### src/rtl/mask_cfg_pkg.sv
// Shared types and constants for the luma mask configuration controller.
// Holds the profile record, field codes, reset defaults and FSM state codes.
package mask_cfg_pkg;

  localparam int NPROF = 3;

  // Register field codes on the configuration write/read port
  localparam logic [2:0] F_Y    = 3'd0;
  localparam logic [2:0] F_X1   = 3'd1;
  localparam logic [2:0] F_Y1   = 3'd2;
  localparam logic [2:0] F_X2   = 3'd3;
  localparam logic [2:0] F_Y2   = 3'd4;
  localparam logic [2:0] F_BX   = 3'd5;
  localparam logic [2:0] F_BY   = 3'd6;
  localparam logic [2:0] F_RSVD = 3'd7;

  // One mask profile: luma threshold, ROI window and minimum blob size
  typedef struct packed {
    logic [7:0] y;
    logic [9:0] x1;
    logic [9:0] y1;
    logic [9:0] x2;
    logic [9:0] y2;
    logic [8:0] bx;
    logic [8:0] by;
  } prof_t;

  localparam prof_t PROF_DEFAULT [NPROF] = '{
    '{y: 8'd64, x1: 10'd55, y1: 10'd60, x2: 10'd660, y2: 10'd192, bx: 9'd21, by: 9'd15},
    '{y: 8'd64, x1: 10'd98, y1: 10'd96, x2: 10'd621, y2: 10'd196, bx: 9'd30, by: 9'd30},
    '{y: 8'd64, x1: 10'd11, y1: 10'd84, x2: 10'd709, y2: 10'd216, bx: 9'd30, by: 9'd30}
  };

  // Commit FSM state codes
  localparam logic [1:0] ST_IDLE   = 2'd0;
  localparam logic [1:0] ST_CHECK  = 2'd1;
  localparam logic [1:0] ST_COMMIT = 2'd2;

  // Zero-extended view of one field of a profile; reserved code reads as 0
  function automatic logic [9:0] get_field(prof_t p, logic [2:0] f);
    logic [9:0] r;
    r = 10'd0;
    case (f)
      F_Y:     r = {2'b00, p.y};
      F_X1:    r = p.x1;
      F_Y1:    r = p.y1;
      F_X2:    r = p.x2;
      F_Y2:    r = p.y2;
      F_BX:    r = {1'b0, p.bx};
      F_BY:    r = {1'b0, p.by};
      default: r = 10'd0;
    endcase
    return r;
  endfunction

  // Returns the profile with one field replaced; narrow fields drop upper data bits
  function automatic prof_t set_field(prof_t p, logic [2:0] f, logic [9:0] d);
    prof_t r;
    r = p;
    case (f)
      F_Y:     r.y  = d[7:0];
      F_X1:    r.x1 = d;
      F_Y1:    r.y1 = d;
      F_X2:    r.x2 = d;
      F_Y2:    r.y2 = d;
      F_BX:    r.bx = d[8:0];
      F_BY:    r.by = d[8:0];
      default: r = p;
    endcase
    return r;
  endfunction

endpackage

### src/rtl/mask_cfg_ctrl_if.sv
// Configuration write port (valid/ready) for mask_cfg_ctrl.
interface mask_cfg_ctrl_if;

  logic       cfg_valid;
  logic       cfg_ready;
  logic [1:0] cfg_prof;
  logic [2:0] cfg_field;
  logic [9:0] cfg_data;

  modport master (output cfg_valid, output cfg_prof, output cfg_field, output cfg_data,
                  input  cfg_ready);

  modport slave  (input  cfg_valid, input  cfg_prof, input  cfg_field, input  cfg_data,
                  output cfg_ready);

endinterface

### src/rtl/mask_cfg_check.sv
// Combinational ROI window validator: window must be non-empty and inside the active area.
module mask_cfg_check #(
  parameter int H_ACTIVE = 720,
  parameter int V_ACTIVE = 288
) (
  input  logic [9:0] x1,
  input  logic [9:0] y1,
  input  logic [9:0] x2,
  input  logic [9:0] y2,
  output logic       ok
);

  assign ok = (x1 < x2) && (y1 < y2) &&
              ({22'd0, x2} < 32'(H_ACTIVE)) &&
              ({22'd0, y2} < 32'(V_ACTIVE));

endmodule

### src/rtl/mask_cfg_ctrl.sv
// Frame-synchronous configuration controller for the luma mask datapath.
// Register writes land in a staging bank; the selected profile is validated and
// copied to the active outputs only at frame start, so the datapath never sees a
// window change mid-frame.
// Optional readback port of the staging bank: define MASK_CFG_READBACK_EN.
module mask_cfg_ctrl
  import mask_cfg_pkg::*;
#(
  parameter int H_ACTIVE = 720,
  parameter int V_ACTIVE = 288
) (
  input  logic        clk,
  input  logic        rst_n,
  input  logic        vsync,
  input  logic [1:0]  sel_req,
  mask_cfg_ctrl_if.slave cfg,
  input  logic        err_clr,
  output logic        cfg_err,
  output logic        commit,
  output logic [1:0]  sel_active,
  output logic [7:0]  y_const,
  output logic [9:0]  x_min,
  output logic [9:0]  x_max,
  output logic [9:0]  y_min,
  output logic [9:0]  y_max,
  output logic [8:0]  blob_min_x,
  output logic [8:0]  blob_min_y,
  output logic [15:0] frame_cnt
`ifdef MASK_CFG_READBACK_EN
  ,
  input  logic        rd_req,
  input  logic [1:0]  rd_prof,
  input  logic [2:0]  rd_field,
  output logic [9:0]  rd_data,
  output logic        rd_valid
`endif
);

  logic       vs_d;
  logic       fs;
  logic [1:0] state;
  prof_t      stage [NPROF];
  prof_t      act;
  prof_t      cand;
  prof_t      sel_set;
  logic [1:0] cand_sel;
  logic       cand_ok;
  logic [1:0] sel_map;
  logic       chk_ok;
  logic       wr_acc;
  logic       wr_bad;
  logic       err_set;

  assign fs            = vsync & ~vs_d;
  assign cfg.cfg_ready = (state == ST_IDLE);
  assign wr_acc        = cfg.cfg_valid & cfg.cfg_ready;
  assign wr_bad        = wr_acc & ((cfg.cfg_prof == 2'd3) | (cfg.cfg_field == F_RSVD));
  assign sel_map       = (sel_req == 2'd3) ? 2'd0 : sel_req;
  assign err_set       = wr_bad | ((state == ST_COMMIT) & ~cand_ok);

  assign y_const    = act.y;
  assign x_min      = act.x1;
  assign x_max      = act.x2;
  assign y_min      = act.y1;
  assign y_max      = act.y2;
  assign blob_min_x = act.bx;
  assign blob_min_y = act.by;

  // Pick the staging profile requested for the next commit
  always_comb begin
    sel_set = stage[0];
    case (sel_map)
      2'd1:    sel_set = stage[1];
      2'd2:    sel_set = stage[2];
      default: sel_set = stage[0];
    endcase
  end

  mask_cfg_check #(
    .H_ACTIVE (H_ACTIVE),
    .V_ACTIVE (V_ACTIVE)
  ) u_check (
    .x1 (sel_set.x1),
    .y1 (sel_set.y1),
    .x2 (sel_set.x2),
    .y2 (sel_set.y2),
    .ok (chk_ok)
  );

  // Frame-start edge detector and frame counter (counts every rise, even when busy)
  always_ff @(posedge clk or negedge rst_n) begin
    if (!rst_n) begin
      vs_d      <= 1'b0;
      frame_cnt <= 16'd0;
    end else begin
      vs_d <= vsync;
      if (fs) frame_cnt <= frame_cnt + 16'd1;
    end
  end

  // Staging bank writes; invalid profile or reserved field is dropped
  always_ff @(posedge clk or negedge rst_n) begin
    if (!rst_n) begin
      for (int p = 0; p < NPROF; p++) stage[p] <= PROF_DEFAULT[p];
    end else begin
      for (int p = 0; p < NPROF; p++) begin
        if (wr_acc && !wr_bad && (cfg.cfg_prof == 2'(p)))
          stage[p] <= set_field(stage[p], cfg.cfg_field, cfg.cfg_data);
      end
    end
  end

  // Commit FSM: latch and validate in CHECK, update the active set leaving COMMIT
  always_ff @(posedge clk or negedge rst_n) begin
    if (!rst_n) begin
      state      <= ST_IDLE;
      cand       <= PROF_DEFAULT[0];
      cand_sel   <= 2'd0;
      cand_ok    <= 1'b0;
      act        <= PROF_DEFAULT[0];
      sel_active <= 2'd0;
      commit     <= 1'b0;
    end else begin
      commit <= 1'b0;
      case (state)
        ST_IDLE: begin
          if (fs) state <= ST_CHECK;
        end
        ST_CHECK: begin
          cand     <= sel_set;
          cand_sel <= sel_map;
          cand_ok  <= chk_ok;
          state    <= ST_COMMIT;
        end
        ST_COMMIT: begin
          if (cand_ok) begin
            act        <= cand;
            sel_active <= cand_sel;
            commit     <= 1'b1;
          end
          state <= ST_IDLE;
        end
        default: state <= ST_IDLE;
      endcase
    end
  end

  // Sticky error flag; a new error wins over a simultaneous clear
  always_ff @(posedge clk or negedge rst_n) begin
    if (!rst_n) cfg_err <= 1'b0;
    else        cfg_err <= err_set | (cfg_err & ~err_clr);
  end

`ifdef MASK_CFG_READBACK_EN
  prof_t rd_set;

  // Select the staging profile addressed by the readback port
  always_comb begin
    rd_set = stage[0];
    case (rd_prof)
      2'd1:    rd_set = stage[1];
      2'd2:    rd_set = stage[2];
      default: rd_set = stage[0];
    endcase
  end

  // Registered readback; sees the pre-write value if a write lands the same edge
  always_ff @(posedge clk or negedge rst_n) begin
    if (!rst_n) begin
      rd_data  <= 10'd0;
      rd_valid <= 1'b0;
    end else begin
      rd_valid <= rd_req;
      if (rd_req) rd_data <= (rd_prof == 2'd3) ? 10'd0 : get_field(rd_set, rd_field);
    end
  end
`endif

endmodule

### src/flat_wrapper.sv
// flat-port wrapper written by rule: the top's interface ports become plain ports
module mask_cfg_ctrl_flat import mask_cfg_pkg::*;
#(
  parameter int H_ACTIVE = 720,
  parameter int V_ACTIVE = 288
)
  (clk, rst_n, vsync, sel_req, err_clr, cfg_err, commit, sel_active, y_const, x_min, x_max, y_min, y_max, blob_min_x, blob_min_y, frame_cnt, cfg_cfg_valid, cfg_cfg_prof, cfg_cfg_field, cfg_cfg_data, cfg_cfg_ready);
  mask_cfg_ctrl_if cfg_i ();
  input  logic clk;
  input  logic rst_n;
  input  logic vsync;
  input  logic [1:0] sel_req;
  input  logic err_clr;
  output logic cfg_err;
  output logic commit;
  output logic [1:0] sel_active;
  output logic [7:0] y_const;
  output logic [9:0] x_min;
  output logic [9:0] x_max;
  output logic [9:0] y_min;
  output logic [9:0] y_max;
  output logic [8:0] blob_min_x;
  output logic [8:0] blob_min_y;
  output logic [15:0] frame_cnt;
  input wire logic [$bits(cfg_i.cfg_valid)-1:0] cfg_cfg_valid;
  input wire logic [$bits(cfg_i.cfg_prof)-1:0] cfg_cfg_prof;
  input wire logic [$bits(cfg_i.cfg_field)-1:0] cfg_cfg_field;
  input wire logic [$bits(cfg_i.cfg_data)-1:0] cfg_cfg_data;
  output wire logic [$bits(cfg_i.cfg_ready)-1:0] cfg_cfg_ready;
  assign cfg_i.cfg_valid = cfg_cfg_valid;
  assign cfg_i.cfg_prof = cfg_cfg_prof;
  assign cfg_i.cfg_field = cfg_cfg_field;
  assign cfg_i.cfg_data = cfg_cfg_data;
  assign cfg_cfg_ready = cfg_i.cfg_ready;
  mask_cfg_ctrl #(.H_ACTIVE(H_ACTIVE), .V_ACTIVE(V_ACTIVE)) u_core (.clk(clk), .rst_n(rst_n), .vsync(vsync), .sel_req(sel_req), .cfg(cfg_i), .err_clr(err_clr), .cfg_err(cfg_err), .commit(commit), .sel_active(sel_active), .y_const(y_const), .x_min(x_min), .x_max(x_max), .y_min(y_min), .y_max(y_max), .blob_min_x(blob_min_x), .blob_min_y(blob_min_y), .frame_cnt(frame_cnt));
endmodule
### config.mk
export PLATFORM = sky130hd
export DESIGN_NAME = mask_cfg_ctrl_flat
export DESIGN_NICKNAME = d
export VERILOG_FILES = /design/src/rtl/mask_cfg_pkg.sv /design/src/rtl/mask_cfg_ctrl_if.sv /design/src/rtl/mask_cfg_check.sv /design/src/rtl/mask_cfg_ctrl.sv /design/src/flat_wrapper.sv
export SDC_FILE = /design/constraint.sdc
export NUM_CORES = 1
export LEC_CHECK = 0
export ABC_AREA = 1
export BUFFER_PORTS_ARGS = -buffer_cell sky130_fd_sc_hd__buf_2
export CAP_MARGIN = 20
export CORE_MARGIN = 4
export CORE_UTILIZATION = 50
export DETAILED_ROUTE_END_ITERATION = 16
export GPL_ROUTABILITY_DRIVEN = 0
export HOLD_SLACK_MARGIN = 0.02
export PLACE_DENSITY = 0.78
export SLEW_MARGIN = 20
export SYNTH_ARGS = -nofsm -noshare
export SYNTH_HDL_FRONTEND = slang
export SYNTH_SLANG_ARGS = --single-unit
export TNS_END_PERCENT = 30
### constraint.sdc
create_clock -name clk -period 1.75 [get_ports clk]
set_input_delay 0.0875 -clock clk [delete_from_list [all_inputs] [get_ports clk]]
set_output_delay 0.0875 -clock clk [all_outputs]
set_load 0.03 [all_outputs]
# [After elaboration in Yosys (flattened, before gate mapping)]
# Index checks and enable logic that the tools add are counted.
[classes] muxes=6 n_eq_ne=16 reduce_logical=33 addsub=1 n_bitwise=11 n_lt_le_gt_ge=4
[ops] operator="66-bit one-hot mux with 2 select lines" count=1
[ops] operator="2-bit AND reduction" count=22
[ops] operator="10-bit < comparator" count=2
[ops] operator="16-bit by 1-bit adder with 16-bit output (second input constant)" count=1
[ops] operator="3-bit == test (second input constant)" count=4
[ops] operator="2-bit == test (second input constant)" count=5
[ops] operator="10-bit < comparator (second input constant)" count=1
[ops] operator="10-bit by 9-bit < comparator with 1-bit output (second input constant)" count=1
[ops] operator="1-bit logical AND" count=7
[ops] operator="2-bit by 1-bit == test with 1-bit output (second input constant)" count=3
[ops] operator="3-bit by 2-bit == test with 1-bit output (second input constant)" count=2
[ops] operator="1-bit bitwise AND" count=5
[ops] operator="2-bit zero test" count=2
[ops] operator="2-bit two-way mux" count=2
[ops] operator="2-bit one-hot mux with 2 select lines" count=1
[ops] operator="3-bit by 1-bit == test with 1-bit output (second input constant)" count=1
[ops] operator="3-bit zero test" count=1
[ops] operator="1-bit inverter" count=3
[ops] operator="1-bit bitwise OR" count=3
[ops] operator="1-bit two-way mux" count=2
[ops] operator="2-bit != test (second input constant)" count=1
[ops] operator="1-bit zero test" count=1
[word_totals] word_cells=114 out_inout_bits=87 reg_bits=356

# [Longest topological paths before layout]
[logic_depth] depth_word=8 mapped_depth=20 mapped_depth_nobuf=17

# [Cells and area by module]
# A second synthesis with hierarchy kept.
[unflattened] cells_unflattened=1930 area_unflattened_um2=16565.9
[modules_own_cells] mod="mask_cfg_ctrl" cells_each=1829 area_per_inst_um2=15999.1 instances=1 seq_area_each_um2=9053.7
[modules_own_cells] mod="mask_cfg_check" cells_each=101 area_per_inst_um2=566.8 instances=1 seq_area_each_um2=0.0

# [Worst setup path before layout]
# Ideal clock, no wire load.
[synth_path] kind="input port to flip-flop" startpoint="input sel_req[0]" endpoint="register u_core.cand_ok" t_arrival_ns=2.183 n_path_buf=3 cell_stages=20 setup_slack_ns=-0.498 cell_sequence="inv_1 > ha_1 > buf_4 > inv_4 > buf_2 > clkbuf_1 > nor2_1 > a21oi_1 > ha_1 > nand2_1 > inv_1 > nand3_1 > o21ai_0 > nor2_1 > nand3_1 > nor2_1 > nand2_1 > nor2_1 > nand2_1 > nand2_1"
[synth_lines] item="from (decl)" line="flat_wrapper.sv:12" rtl="input logic [1:0] sel_req;"
[synth_lines] item="to (signal assigned)" line="mask_cfg_ctrl.sv:132" rtl="cand_ok <= chk_ok;"
[synth_lines] item="to (decl)" line="mask_cfg_ctrl.sv:47" rtl="logic cand_ok;"

# [Final worst setup path]
[layout_path] startpoint="register u_core.stage[103] (netlist bit)" endpoint="register u_core.cand_ok"
[layout_via] elab_chain_cells=5 elab_cells_between_ends=6 classes_between="order compare (2); mux (1); reduce/logical (3)"
[layout_rtl] item="from (decl)" line="mask_cfg_ctrl.sv:42" rtl="prof_t stage [NPROF];"
[layout_rtl] item="from (signal, indexed assignment)" line="mask_cfg_ctrl.sv:108" rtl="stage[p] <= set_field(stage[p], cfg.cfg_field, cfg.cfg_data);"
[layout_rtl] item="66-bit one-hot mux with 2 select lines (*)" line="mask_cfg_ctrl.sv:72" rtl="case (sel_map)"
[layout_rtl] item="10-bit < comparator" line="mask_cfg_check.sv:13" rtl="assign ok = (x1 < x2) && (y1 < y2) &&"
[layout_rtl] item="1-bit logical AND" line="mask_cfg_check.sv:13"
[layout_rtl] item="1-bit logical AND (*)" line="mask_cfg_check.sv:13"
[layout_rtl] item="1-bit logical AND (*)" line="mask_cfg_check.sv:14" rtl="({22'd0, x2} < 32'(H_ACTIVE)) &&"
# Every way passes the cells marked *; elsewhere a longest branch is shown, timed or not.
# A chain may end at the register's enable or synchronous reset.

==> flow_summary.rst <==
.. list-table::
   :header-rows: 1

   * - Metric
     - Value
   * - Largest area contributor in the netlist
     - sky130_fd_sc_hd__dfrtp_1
   * - Result of the run
     - finished with violations
   * - Total DRC errors in the routed layout
     - 0
   * - Post-detail-place hpwl
     - 24300 um
   * - Via-to-Cell Ratio
     - 5.93
   * - CTS tree
     - built
   * - Leading cell types by total area after synthesis
     - sky130_fd_sc_hd__dfrtp_1 40%, sky130_fd_sc_hd__dfstp_2 20%, sky130_fd_sc_hd__nand2_1 14%, sky130_fd_sc_hd__o21ai_0 6.9%, sky130_fd_sc_hd__o21ai_1 2.6%
   * - Compound-cell area share of the yosys netlist
     - 14.5%
   * - Vias in the first global route
     - 11710
   * - Clock transition at path regs
     - 0.06 ns
   * - Die Span X
     - 181 um
   * - Clock latency reported for the late side of the worst-skew pair
     - 0.53 ns
   * - CP required
     - 2.21 ns
   * - I/O pin cnt
     - 109
   * - Total global routing track utilization
     - 22.8%
   * - Die area
     - 32900 um^2
   * - Number of buffers on the longest clock path
     - 3
   * - Top-area cell type share of the netlist area
     - 40.0%
   * - Master cell of the clock root buffer
     - sky130_fd_sc_hd__clkbuf_16
   * - Number of detailed-route iterations in the first pass
     - 5
   * - Fraction of final layout cells sized beyond drive strength 1
     - 33.6%
   * - Post-route worst hold slack
     - 0.0583 ns
   * - Highest Clock Rate
     - 0.503 GHz
   * - Highest fanout seen on the critical path
     - 2
   * - CORE AREA
     - 29600 um^2
   * - CTS HTree Levels
     - 2
   * - Synthesized-area fraction occupied by adder cells
     - 1.83%
   * - Critical path class
     - reg2reg
   * - YS warnings
     - 0
   * - Cell count after synthesis
     - 1584
   * - Static power due to leakage
     - 0.00930 uW
   * - Top flip-flop cell by instance count after synthesis
     - sky130_fd_sc_hd__dfrtp_1
   * - Post-Synthesis Cell Area
     - 15000 um^2
   * - P&R area growth vs syn
     - 29.8%
   * - Maximum vdd drop
     - 0.000814 V
   * - Path category of the worst min-delay check
     - in2async
   * - Final worst path period share
     - 114%
   * - Worst clock skew
     - 0.0166 ns
   * - Net Count, Synth
     - 1628
   * - Share of synthesized area occupied by flip-flops and latches
     - 60.3%
   * - Setup repair after global routing missed its margin
     - yes
   * - Violated checks
     - max-capacitance violations, max-slew violations, negative setup slack
   * - Number of buffers added by the clock tree synthesis step
     - 37
   * - Post-Synth XOR/XNOR Area
     - 0.816%
   * - Ys async rst share
     - 100%
   * - Final setup violation count
     - 91
   * - Layout Nets
     - 1834
   * - Maximum number of pins on one net before global-route repair
     - 89
   * - Largest family of logic cells by synthesized area
     - simple AND/OR/NAND/NOR gates
   * - Number of distinct library cell variants in the gate-level netlist after synthesis
     - 39
   * - Std-Cell Rows
     - 63
   * - Mux cell area share after synthesis
     - 0.0750%
   * - Core utilization of the finished layout
     - 65.8%
   * - Remaining number of nets flagged by the antenna check after routing
     - 0
   * - Final number of max-transition violations
     - 7
   * - Data arrival time of the critical path
     - 2.45 ns
   * - Antenna violations before repair
     - 1
   * - DR vias
     - 13103
   * - Number of synthesized flops with an enable pin
     - 0
   * - Share of synthesized cell area in and, or, nand and nor gates
     - 17.6%
   * - Buffers added on ports
     - 108
   * - Total Wirelength
     - 45500 um
   * - Post-Syn Area per Cell
     - 9.48 um^2
   * - Min Clock Period, post-route
     - 1.99 ns
   * - Worst-margin pin slew
     - 1.53 ns
   * - Setup crit end kind
     - register
   * - Final global-route overflow total
     - 0
   * - Routed length per placed instance
     - 20.6 um
   * - Final hold viol count
     - 0
   * - Top library cells by usage in the layout, fill and taps aside
     - 473 x sky130_fd_sc_hd__nand2_1, 240 x sky130_fd_sc_hd__dfrtp_1, 122 x sky130_fd_sc_hd__o21ai_0
   * - Effective utilization at floorplan
     - 50.7%
   * - Post-route setup TNS
     - -3.27 ns
   * - Synthesis-stage register bit count
     - 356
   * - First-pass GRT wire length
     - 61800 um
   * - Height of the die
     - 181 um
   * - Worst-case setup margin in the final layout
     - -0.238 ns
   * - Slew headroom
     - -2.60%
   * - Power density relative to cell area
     - 1360 nW/um^2
   * - Most frequent standard cell in the layout excluding fill and tap cells
     - sky130_fd_sc_hd__nand2_1
   * - Startpoint type of the worst setup path
     - register
   * - Total number of clock tree sinks
     - 356
   * - Iteration-0 DRC Markers
     - 1435
   * - Total inserted antenna cells
     - 0
   * - Max-cap check violation count
     - 1
## through the flow
step	setup slack (ns)	total power [uW]	area, um^2	instances
after floorplan	-0.262	15400	15200	1584
after global placement	-0.543	17300	16700	2092
after detailed placement	-0.596	17500	16700	2092
after CTS	-0.170	25900	18200	2166
after global routing	-0.410	27700	19500	2209
final	-0.238	26500	19500	2209
## worst paths after layout
kind / start / to / slack [ns] / cells after the start
max: u_core.stage[103] / u_core.cand_ok / -0.24 / 14
max reg2reg: u_core.stage[103] / u_core.cand_ok / -0.24 / 14
min in group clk: sel_req[1] / u_core.cand_sel[1] / 0.06 / 4
min reg2reg: u_core.x_min[0] / u_core.x_min[0] / 0.46 / 2
min: rst_n / u_core.frame_cnt[11] / 0.06 / 2
max in group asynchronous: rst_n / u_core.stage[67] / 0.93 / 3
## worst max-delay path, stage by stage (launching register included)
cell and delay [ns]:
sky130_fd_sc_hd__dfstp_2 0.54, sky130_fd_sc_hd__nand2_2 0.06, sky130_fd_sc_hd__nand3_2 0.10, sky130_fd_sc_hd__o21ai_2 0.07, sky130_fd_sc_hd__ha_1 0.34, sky130_fd_sc_hd__nand2_1 0.10, sky130_fd_sc_hd__nand2_1 0.06, sky130_fd_sc_hd__nand3b_1 0.15
sky130_fd_sc_hd__nor2_1 0.10, sky130_fd_sc_hd__nand3_1 0.07, sky130_fd_sc_hd__nor2_1 0.09, sky130_fd_sc_hd__nand2_1 0.06, sky130_fd_sc_hd__nor2_1 0.08, sky130_fd_sc_hd__nand2_1 0.06, sky130_fd_sc_hd__nand2_1 0.06
## what timing repair did
item | in CTS | in global routing
pin swaps | 11 | 20
cloned | 0 | 29
gates resized for setup | 30 | 232
hold buffers | 4 | 0
setup buffers | 2 | 14
hold endpoints to repair | 256 | 0
endpoints found under the setup margin | 23 | 186
## cell families (layout without fill, tap and decap cells)
kind of cell,after synthesis,after routing
flops,356,356
compound gates,378,378
simple gates,649,664
fa+ha+maj,22,22
mux,1,1
xor+xnor,14,14
buf+inv,164,384
## where the power goes
group          switching [uW]  total, uW  internal, uW
Combinational            4170       6350          2180
Clock                    3310       8380          5060
Sequential               1190      11700         10600
Total                    8670      26500         17800
## per-layer routing
metal / GRT usage (%) / part of all wire [%] / up-vias
met5: 0 / 0.024 / -
met2: 36.4 / 47 / 826
met4: 6.09 / 5.7 / 2
li1: - / - / 5689
met1: 32.9 / 38 / 6382
met3: 3.62 / 9.3 / 204
## sequential cells by signal (all words and copies together) (netlist names)
signal             cells
u_core.stage         198
u_core.blob_min_x      9
u_core.x_min          10
u_core.frame_cnt      16
u_core.commit          1
u_core.x_max          10
u_core.y_min          10
u_core.cfg_err         1
u_core.y_const         8
u_core.cand_sel        2
u_core.cand           66
u_core.vs_d            1
u_core.sel_active      2
u_core.y_max          10
u_core.blob_min_y      9
u_core.cand_ok         1
u_core.state           2
## Yosys cell counts, types with 2 or more instances
master,n
sky130_fd_sc_hd__nand2_1,543
sky130_fd_sc_hd__dfrtp_1,240
sky130_fd_sc_hd__o21ai_0,206
sky130_fd_sc_hd__dfstp_2,116
sky130_fd_sc_hd__o21ai_1,77
sky130_fd_sc_hd__clkbuf_1,59
sky130_fd_sc_hd__inv_1,53
sky130_fd_sc_hd__nor2_1,51
sky130_fd_sc_hd__a221oi_1,26
sky130_fd_sc_hd__o31ai_1,26
sky130_fd_sc_hd__buf_2,25
sky130_fd_sc_hd__nand3_1,23
sky130_fd_sc_hd__ha_1,22
sky130_fd_sc_hd__a21oi_1,19
sky130_fd_sc_hd__a221o_1,19
sky130_fd_sc_hd__buf_4,8
sky130_fd_sc_hd__buf_6,8
sky130_fd_sc_hd__nor3_1,8
sky130_fd_sc_hd__xor2_1,8
sky130_fd_sc_hd__nand2_4,7
sky130_fd_sc_hd__xnor2_1,6
sky130_fd_sc_hd__nor3_2,5
sky130_fd_sc_hd__buf_1,4
sky130_fd_sc_hd__nand2_2,4
sky130_fd_sc_hd__clkbuf_2,3
sky130_fd_sc_hd__inv_2,2
sky130_fd_sc_hd__nor2_4,2
sky130_fd_sc_hd__nor2_8,2
sky130_fd_sc_hd__or2_2,2
## cell type report
cell class / count / area [um^2]
clock buffers: 55 / 1130
clock inverters: 13 / 173
fillers: 2158 / 10100
inverters: 56 / 234
multi-input cells: 1079 / 6120
flip-flops and latches: 356 / 9050
well taps: 390 / 488
repair buffers: 259 / 2300
repair inverters: 1 / 5.00
No activity file was read; power rests on OpenSTA's default activity.
